### src/rtl/fsm_pattern_detector_param.sv
// fsm_pattern_detector_param: programmable serial pattern detector with overlap control and saturating match counter
module fsm_pattern_detector_param #(
    parameter int                 MAX_LEN         = 8,
    parameter logic [MAX_LEN-1:0] DEFAULT_PATTERN = MAX_LEN'(8'b0001_1010),
    parameter int                 DEFAULT_LEN     = 5,
    parameter bit                 OVERLAP         = 1'b1,
    parameter int                 COUNT_W         = 8,
    localparam int                LEN_W           = $clog2(MAX_LEN + 1)
) (
    input  logic               clk,
    input  logic               reset,
    input  logic               valid_in,
    input  logic               d_in,
    input  logic               cfg_load,
    input  logic [MAX_LEN-1:0] cfg_pattern,
    input  logic [LEN_W-1:0]   cfg_len,
    input  logic               clr_count,
    output logic               pattern_flag,
    output logic [COUNT_W-1:0] match_count,
    output logic               count_sat
);
    localparam logic [LEN_W-1:0]   MAX_L = LEN_W'(MAX_LEN);
    localparam logic [COUNT_W-1:0] ONES  = '1;

    logic [MAX_LEN-1:0] hist, pat, nh, mask;
    logic [LEN_W-1:0]   fill, len, fill_inc, len_cfg;
    logic [COUNT_W-1:0] count_inc;
    logic               match;

    // next history, active-length mask, match decision and saturating increments
    always_comb begin
        nh = {hist[MAX_LEN-2:0], d_in};
        for (int i = 0; i < MAX_LEN; i++) mask[i] = i < int'(len);
        match = valid_in && (({1'b0, fill} + 1'b1) >= {1'b0, len}) && ((nh & mask) == (pat & mask));
        fill_inc = (fill == MAX_L) ? fill : fill + 1'b1;
        len_cfg = (cfg_len == '0) ? LEN_W'(1) : (cfg_len > MAX_L) ? MAX_L : cfg_len;
        count_inc = (match_count == ONES) ? match_count : match_count + 1'b1;
    end

    // configuration, history shifting, match pulse and counter update
    always_ff @(posedge clk or negedge reset) begin
        if (!reset) begin
            hist         <= '0;
            fill         <= '0;
            pat          <= DEFAULT_PATTERN;
            len          <= LEN_W'(DEFAULT_LEN);
            pattern_flag <= 1'b0;
            match_count  <= '0;
            count_sat    <= 1'b0;
        end else if (cfg_load) begin
            pat          <= cfg_pattern;
            len          <= len_cfg;
            hist         <= '0;
            fill         <= '0;
            pattern_flag <= 1'b0;
            match_count  <= '0;
            count_sat    <= 1'b0;
        end else begin
            pattern_flag <= match;
            if (valid_in) begin
                hist <= nh;
                fill <= (!OVERLAP && match) ? '0 : fill_inc;
            end
            if (match) begin
                match_count <= clr_count ? COUNT_W'(1) : count_inc;
                count_sat   <= clr_count ? 1'b0 : (count_sat || count_inc == ONES);
            end else if (clr_count) begin
                match_count <= '0;
                count_sat   <= 1'b0;
            end
        end
    end
endmodule

### config.mk
export PLATFORM = sky130hd
export DESIGN_NAME = fsm_pattern_detector_param
export DESIGN_NICKNAME = d
export VERILOG_FILES = /design/src/rtl/fsm_pattern_detector_param.sv
export SDC_FILE = /design/constraint.sdc
export NUM_CORES = 1
export LEC_CHECK = 0
export CAP_MARGIN = 15
export CORE_UTILIZATION = 50
export CTS_BUF_LIST = sky130_fd_sc_hd__clkbuf_4
export CTS_CLUSTER_DIAMETER = 150
export DETAILED_ROUTE_END_ITERATION = 12
export GPL_ROUTABILITY_DRIVEN = 0
export PLACE_DENSITY = 0.82
export SETUP_SLACK_MARGIN = 0.02
export SLEW_MARGIN = 20
export SYNTH_ARGS = -nofsm -noshare
export SYNTH_HDL_FRONTEND = slang
export SYNTH_SLANG_ARGS = --single-unit
### constraint.sdc
create_clock -name clk -period 2.2 [get_ports clk]
set_input_delay 0.44 -clock clk [delete_from_list [all_inputs] [get_ports clk]]
set_output_delay 0.44 -clock clk [all_outputs]
set_load 0.05 [all_outputs]
-- Word-level counts from Yosys, hierarchy flattened
Index checks and enable logic that the tools add are counted.
- bits in registers: 33
- input bits: 18
- output and inout bits: 10
- word-level logic and storage cells: 51
- $add $sub $neg: 3
- order comparisons: 10
- eq/ne operators: 5
- multiplexer cells: 17
- bitwise operators: 2
- reductions and logical operators: 7
- operator list (operator ; number):
    8-bit 2-to-1 mux ; 5
    4-bit 2-to-1 mux ; 5
    8-bit bitwise AND ; 2
    8-bit == test, second input constant ; 2
    3-bit by 4-bit less-than comparator with 1-bit output, first input constant ; 4
    7-bit 2-to-1 mux ; 2
    8-bit by 1-bit adder with 8-bit output, second input constant ; 1
    8-bit == test ; 1
    1-bit by 4-bit less-than comparator with 1-bit output, first input constant ; 2
    2-bit by 4-bit less-than comparator with 1-bit output, first input constant ; 2
    4-bit by 1-bit adder with 5-bit output, second input constant ; 1
    5-bit by 4-bit greater-or-equal comparator with 1-bit output ; 1
    1-bit 2-to-1 mux ; 5
    4-bit by 1-bit adder with 4-bit output, second input constant ; 1
    4-bit == test, second input constant ; 1
    4-bit greater-than comparator, second input constant ; 1
    4-bit logical NOT ; 1
    3-bit nonzero test ; 1
    1-bit logical AND ; 2
    2-bit inequality test, second input constant ; 1
    2-bit AND reduction ; 1
    2-bit nonzero test ; 1
    1-bit logical OR ; 1

-- Logic depth before layout (Yosys ltp)
Gate-level depths: netlist of the first run.
- depth in word-level cells: 7
- gate-level depth with buffers: 10
- gate-level depth less buffers: 8

-- Worst setup path after synthesis of the first run
Ideal clock, no wire load.
- kind: register to register
- from: reg fill[0]
- to: reg match_count[6]
- library setup time: 0.126 ns
- data arrival time: 2.122 ns
- path slack: -0.048 ns
- stages on the path, launching flop included: 9
- buffers on the path: 0
- clock period less this slack: 2.248 ns
- cell sequence: dfrtp_1 > ha_1 > xor2_1 > ha_1 > o21ai_0 > o21ai_0 > nand3_2 > or3_1 > o311a_1
- word-level cells in the longest chain between the ends: 6
- elaborated cells on any way between the ends: 7
- classes of those cells: add/sub (1); order compare (1); mux (2); reduce/logical (3)
- RTL lines (item ; RTL line ; source):
    from (decl) ; 26 ; logic [LEN_W-1:0] fill, len, fill_inc, len_cfg;
    from (signal assigned) ; 62 ; fill <= (!OVERLAP && match) ? '0 : fill_inc;
    4-bit by 1-bit adder with 5-bit output * ; 34 ; match = valid_in && (({1'b0, fill} + 1'b1) >= {1'b0, len}) && ((nh & mask) == (pat & mask));
    5-bit by 4-bit greater-or-equal comparator with 1-bit output * ; 34 ;
    1-bit logical AND * (2 in series) ; 34 ;
    8-bit 2-to-1 mux ; 64 ; if (match) begin
    8-bit 2-to-1 mux ; 50 ; end else if (cfg_load) begin
    to (signal assigned) ; 65 ; match_count <= clr_count ? COUNT_W'(1) : count_inc;
    to (decl) ; 19 ; output logic [COUNT_W-1:0] match_count,
Every way passes the cells marked *; elsewhere a longest branch is shown, timed or not.
A chain may end at the register's enable or synchronous reset.

-- Final worst setup path of the first run
Ends and elaborated chain as after synthesis.

==> results.toml, run 1 <==
[cells_and_area]
final_area_um2 = 2431
area_growth_syn_to_layout_pct = 30.05
layout_commonest_cell = "dfrtp_1"
num-nets-final = 259
num_antenna_cells = 0
drive_above_1_share_pct = 24.26
final_cell_mix = "dfrtp_1 (27), clkdlybuf4s50_1 (24), nor2_1 (22)"
nFillCells = 265
utilization_pct = 70.09

[sta]
maxSlewViolCount = 0
fmax_mhz = 444.3
hold_viol = 0
min_period_ps = 2250
relSlewSlack_pct = 57.31
timing.hold.ws_ps = 481.6
max_slew.worst_pin.slew_ps = 633.6
clock_skew_ps = 12.12
fin_ws_ps = -50.49
setup_viol = 1
rsz0062_at_grt = "yes"
finalCritPeriodShare_pct = 102.3

[logic_synthesis]
syn_nets = 216
synthFlopType = "dfrtp_1"
yosysSeqAreaShare_pct = 44.51
synth-edff-count = 0
yosys_warnings = 0
synth-seq-cells = 33
synth_cells = 191
syn_avg_cell_area_um2 = 9.787
synthDistinctLibCells = 41
synthArstFlopShare_pct = 100.0
netlist_area_um2 = 1869

[power_and_ir_drop]
powerDensity_nw_per_um2 = 520.9
leakage_nw = 1.039
peakVddDrop_mv = 0.4120

[routing]
route.detailed.drc = 0
drtPass1Iterations = 5
wire_per_inst_um = 14.72
wl_um = 4136
ant_nets = 0
first_iter_violations = 114
viasPerCell = 5.719
vias = 1607

[worst_setup_path]
critPathKind = "reg2reg"
cp_max_fo = 4
reg2reg_depth = 8
rr_startpoint = "fill[0]$_DFFE_PN0P_"
cp.arrival_ps = 2470
cp-start-kind = "register"
worst_setup_path_end_kind = "register"
reg2reg_to = "match_count[6]$_DFFE_PN0P_"
worst_ep_required_time_ps = 2420
timing.reg2reg.setup_slack_ps = -50

[clock_tree]
cts_tree = "yes"
cts_hold_buf = 0
cts_inserted_buffers = 5
clk_pin_slew_ps = 100
cts_root_buf = "clkbuf_4"
insertion_delay_ps = 340
clock_sinks = 33
cts_max_path_buffers = 2
h-tree-depth = 2

[floorplanning]
row_count = 21
io_pins = 28
core_um2 = 3468
die_h_um = 63.15
die_x_um = 63.15
initial_core_util_pct = 53.90
dieArea_um2 = 3987

[hold_path]
hp-class = "in2async"

[placed_design]
place_area_um2 = 2270
dp_hpwl_um = 2872
port_buffers = 27

[global_route]
grt_remaining_overflow = 0
grt_pass1_wl_um = 7058
grt_pass1_vias = 1613
antenna_found_initial = 0
grt_usage_pct = 23.13
grt_max_degree = 34

[run_status]
failed_checks = "setup timing"
status = "complete, but fails checks"

[flow_run]
drv_cap = 0
==> cell type report <==
cell class | count | area (um2) | share of cell area [%]
multi-input cells | 140 | 1026 | 42.20
well taps | 46 | 57.56 | 2.367
repair buffers | 46 | 427.9 | 17.60
clock inverters | 2 | 11.26 | 0.4632
flip-flops and latches | 33 | 833.3 | 34.28
clock buffers | 6 | 45.04 | 1.853
inverters | 8 | 30.03 | 1.235
==> synth_stat cells (all sizes together), types with 3 or more instances <==
library cell  instances  share of area, %
ha                    7               4.7
nor2                 23               4.6
nand2                18               3.6
a31oi                 4               1.3
o21ai                11               2.9
a21oi                 6               1.6
mux2                  9               5.4
mux2i                 9               4.8
o311a                 3               1.6
buf                   3              0.80
nand3                 5               1.6
xnor2                10               5.1
inv                   8               1.6
dfstp                 5               7.0
dfrtp                28                37
o31ai                 3               1.2
clkbuf                7               1.4
nor3                  3              0.80
==> sequential cells by signal, summed over array words and instances, names as in the netlist <==
signal and cells:
pattern_flag 1, fill 4, pat 8, hist 7, len 4, match_count 8
count_sat 1
==> worst max-delay path by stage <==
stage                              startpoint                    endpoint  slack, ps
final                     fill[0]$_DFFE_PN0P_  match_count[6]$_DFFE_PN0P_        -50
after global routing      fill[0]$_DFFE_PN0P_  match_count[6]$_DFFE_PN0P_       -130
after CTS                 fill[1]$_DFFE_PN0P_  match_count[6]$_DFFE_PN0P_        -20
after detailed placement  fill[0]$_DFFE_PN0P_  match_count[6]$_DFFE_PN0P_       -120
after global placement                   d_in  match_count[6]$_DFFE_PN0P_        -60
after floorplan           fill[0]$_DFFE_PN0P_  match_count[6]$_DFFE_PN0P_         20
==> critical path, stage by stage, from the launching register on <==
cell     delay, ps
dfrtp_1        440
ha_2           200
xor2_1         140
ha_1           290
o21ai_2         70
o21ai_2        170
nand3_2        140
or3_4          410
o311a_1        280
==> stage by stage <==
stage / total power, mW / setup TNS, ps / setup WS (ps) / cells
after floorplan: 0.7990 / 0 / 22.42 / 191
after global placement: 0.8927 / -88.17 / -56.74 / 269
after detailed placement: 0.9006 / -343.5 / -116.2 / 269
after CTS: 1.256 / -20.81 / -20.81 / 280
after global routing: 1.333 / -369.0 / -132.2 / 281
final: 1.266 / -50.49 / -50.49 / 281
==> cells by family (layout without fill, tap and decap cells) <==
family	after synthesis	after routing	synth area share [%]
simple gates	61	61	14.93
buf+inv	18	62	3.815
flops	33	33	44.51
mux	18	18	10.24
xor+xnor	12	12	6.025
compound gates	42	42	15.80
fa+ha+maj	7	7	4.685
==> routing by layer <==
layer	vias up	wire, um	track usage [%]
met1	767	1788	26.40
met2	53	2048	38.71
met5	-	0	0
met3	10	209	6.159
met4	0	89	13.37
li1	777	-	-
==> report_power, final <==
part           total (mW)  internal [mW]  switching (mW)
logic               0.258          0.142           0.116
registers           0.671          0.642          0.0298
clock network       0.337          0.134           0.203
total                1.27          0.917           0.349
==> what timing repair did <==
action | 4_1_cts | 5_1_grt
endpoints found under the setup margin | 7 | 12
buffers inserted | 3 | 1
gates resized for setup | 6 | 12
pin swaps | 7 | 4
(Power assumes the default switching activity.)
==> inputs of run 2 (changes only) <==
CORE_UTILIZATION = 60   (was 50)
PLACE_DENSITY = 0.91   (was 0.82)
clock period = 2.9 ns   (was 2.2 ns; I/O delays follow)
==> run 2 against run 1 <==
- the run ends with DRC left
- sequential power shrank 24%
- flip-flop and latch count unchanged
- combinational power fell by 43%
- worst setup slack improved by 340 ps
- design area is 8.8% lower
- via count fell by 4.5%
- critical path depth stayed put
- register-to-register slack better by 340 ps
- non-clock buffer count shrank 15
- cell count is 11% lower
- largest power group unchanged
==> results.toml, run 2 (synthesis results as in run 1) <==
[worst_setup_path]
slowest_delay_ps = 450
cp-start-kind = "register"
path_buf_inv = 0
worst_ep_required_time_ps = 3140
critPathKind = "reg2reg"
critPathTopFamily = "simple AND/OR/NAND/NOR gates"
cp.arrival_ps = 2850
cp_max_fo = 15
cp_cell_sequence = "ha_1, xor2_1, ha_1, o21ai_0, o21ai_0, nand3_2, or3_1, o311a_1"
worst_setup_path_end_kind = "register"
cp_slowest_cell = "dfrtp_1"

[cells_and_area]
final_cell_mix = "dfrtp_1 (28), clkdlybuf4s50_1 (27), nor2_1 (23)"
drive_above_1_share_pct = 12.73
num-nets-final = 244
utilization_pct = 77.72
nFillCells = 210
multi_input_area_um2 = 965.9
layout_commonest_cell = "dfrtp_1"
area_growth_syn_to_layout_pct = 18.61
top_regs = "match_count (8), pat (8), hist (7)"
num_antenna_cells = 0
final-seq-area_um2 = 832.0

[sta]
relSlewSlack_pct = 52.52
max_slew.worst_pin.slew_ps = 706.8
clock_skew_ps = 7.869
hold_viol = 0
finalCritPeriodShare_pct = 90.06
min_period_ps = 2612
fin_tns_setup_ps = 0
fmax_mhz = 382.9
maxSlewViolCount = 0
rsz0062_at_grt = "no"
setup_viol = 0

[routing]
route.detailed.drc = 1
first_iter_violations = 98
vias = 1534
drtPass1Iterations = 8
wl_um = 4010
ant_nets = 0
viasPerCell = 6.112
wire_per_inst_um = 15.98

[placed_design]
port_buffers = 27
dp_hpwl_um = 2893

[global_route]
grt_usage_pct = 27.95
grt_pass1_vias = 1538
grt_pass1_wl_um = 7017
antenna_found_initial = 0
grt_remaining_overflow = 0
grt_max_degree = 34

[power_and_ir_drop]
powerDensity_nw_per_um2 = 406.0
leakage_nw = 0.8998
peakVddDrop_mv = 0.3584

[clock_tree]
cts_tree = "yes"
clock_sinks = 33
h-tree-depth = 2
cts_max_path_buffers = 2
cts_inserted_buffers = 5
post_cts_resized = 0
insertion_delay_ps = 350
cts_hold_buf = 0
clk_pin_slew_ps = 100
cts_setup_buffers = 0
cts_root_buf = "clkbuf_4"

[floorplanning]
initial_core_util_pct = 65.53
core_um2 = 2853
io_pins = 28
die_h_um = 57.82
row_count = 19
dieArea_um2 = 3343
die_x_um = 57.82

[flow_run]
drv_cap = 0

[run_status]
failed_checks = "DRC"
status = "complete, but fails checks"

[hold_path]
hp-class = "reg2reg"
-- run 2: changes by cell type in the layout (fill, tap and decap cells not counted), sizes merged --
cell,previous run,this run
buf,19,4
clkdlybuf4s50,24,27
dlymetal6s2s,3,0
clkinv,1,3
clkbuf,6,5
clkinvlp,1,0
-- run 2: layer usage --
layer / up-vias / global-route usage (%) / wire [um]
met3: 17 / 8.259 / 186
met1: 726 / 34.97 / 1712
met5: - / 0 / 0
met2: 48 / 46.14 / 2009
li1: 743 / - / -
met4: 0 / 10.20 / 101
-- run 2: stage by stage --
stage | std cells | power (mW) | cell area [um2] | worst slack, ps | hold WS (ps)
6_report | 251 | 0.9002 | 2217 | 288.3 | 507.8
5_1_grt | 251 | 0.9443 | 2217 | 102.9 | 551.2
4_1_cts | 251 | 0.9103 | 2217 | 273.9 | 512.1
3_5_place_dp | 243 | 0.6669 | 2167 | 275.7 | 489.7
3_3_place_gp | 243 | 0.6573 | 2167 | 342.2 | 475.0
2_1_floorplan | 191 | 0.6055 | 1869 | 652.0 | 284.4
-- run 2: final timing paths --
path / start / end / slack [ps] / cells after the start
max: fill[0]$_DFFE_PN0P_ / match_count[6]$_DFFE_PN0P_ / 290 / 8
min: count_sat$_DFFE_PN0P_ / count_sat$_DFFE_PN0P_ / 510 / 2
max reg2reg: fill[0]$_DFFE_PN0P_ / match_count[6]$_DFFE_PN0P_ / 290 / 8
min reg2reg: count_sat$_DFFE_PN0P_ / count_sat$_DFFE_PN0P_ / 510 / 2
max in group asynchronous: reset / pat[4]$_DFFE_PN1P_ / 1940 / 2
min in group asynchronous: reset / fill[1]$_DFFE_PN0P_ / 620 / 2
-- run 2: worst reg2reg max path: stages, from the launching register on --
cell and delay (ps):
dfrtp_1 450, ha_1 270, xor2_1 160, ha_1 270
o21ai_0 70, o21ai_0 250, nand3_2 300, or3_1 440
o311a_1 300
-- run 2: power breakdown --
group | internal (mW) | leakage (nW) | total, mW | switching (mW)
sequential | 0.487 | 0.427 | 0.511 | 0.0245
combinational | 0.0754 | 0.443 | 0.146 | 0.0708
clock | 0.0874 | 0.0300 | 0.243 | 0.155
total | 0.649 | 0.900 | 0.900 | 0.251
-- run 2: area by class of cell --
| cell class | count | share of cell area [%] |
|---|---|---|
| Timing Repair Buffer | 31 | 13.54 |
| Clock buffer | 5 | 1.693 |
| Inverter | 8 | 1.354 |
| Sequential cell | 33 | 37.53 |
| Clock inverter | 3 | 0.5643 |
| Tap cell | 31 | 1.749 |
| Multi-Input combinational cell | 140 | 43.57 |
==> inputs of run 3 (changes only) <==
SKIP_CTS_REPAIR_TIMING = 1   (was default)
SKIP_LAST_GASP = 1   (was default)
==> results of run 3 <==
Same layout as run 2: the final DEF is identical, and so are final timing and power.
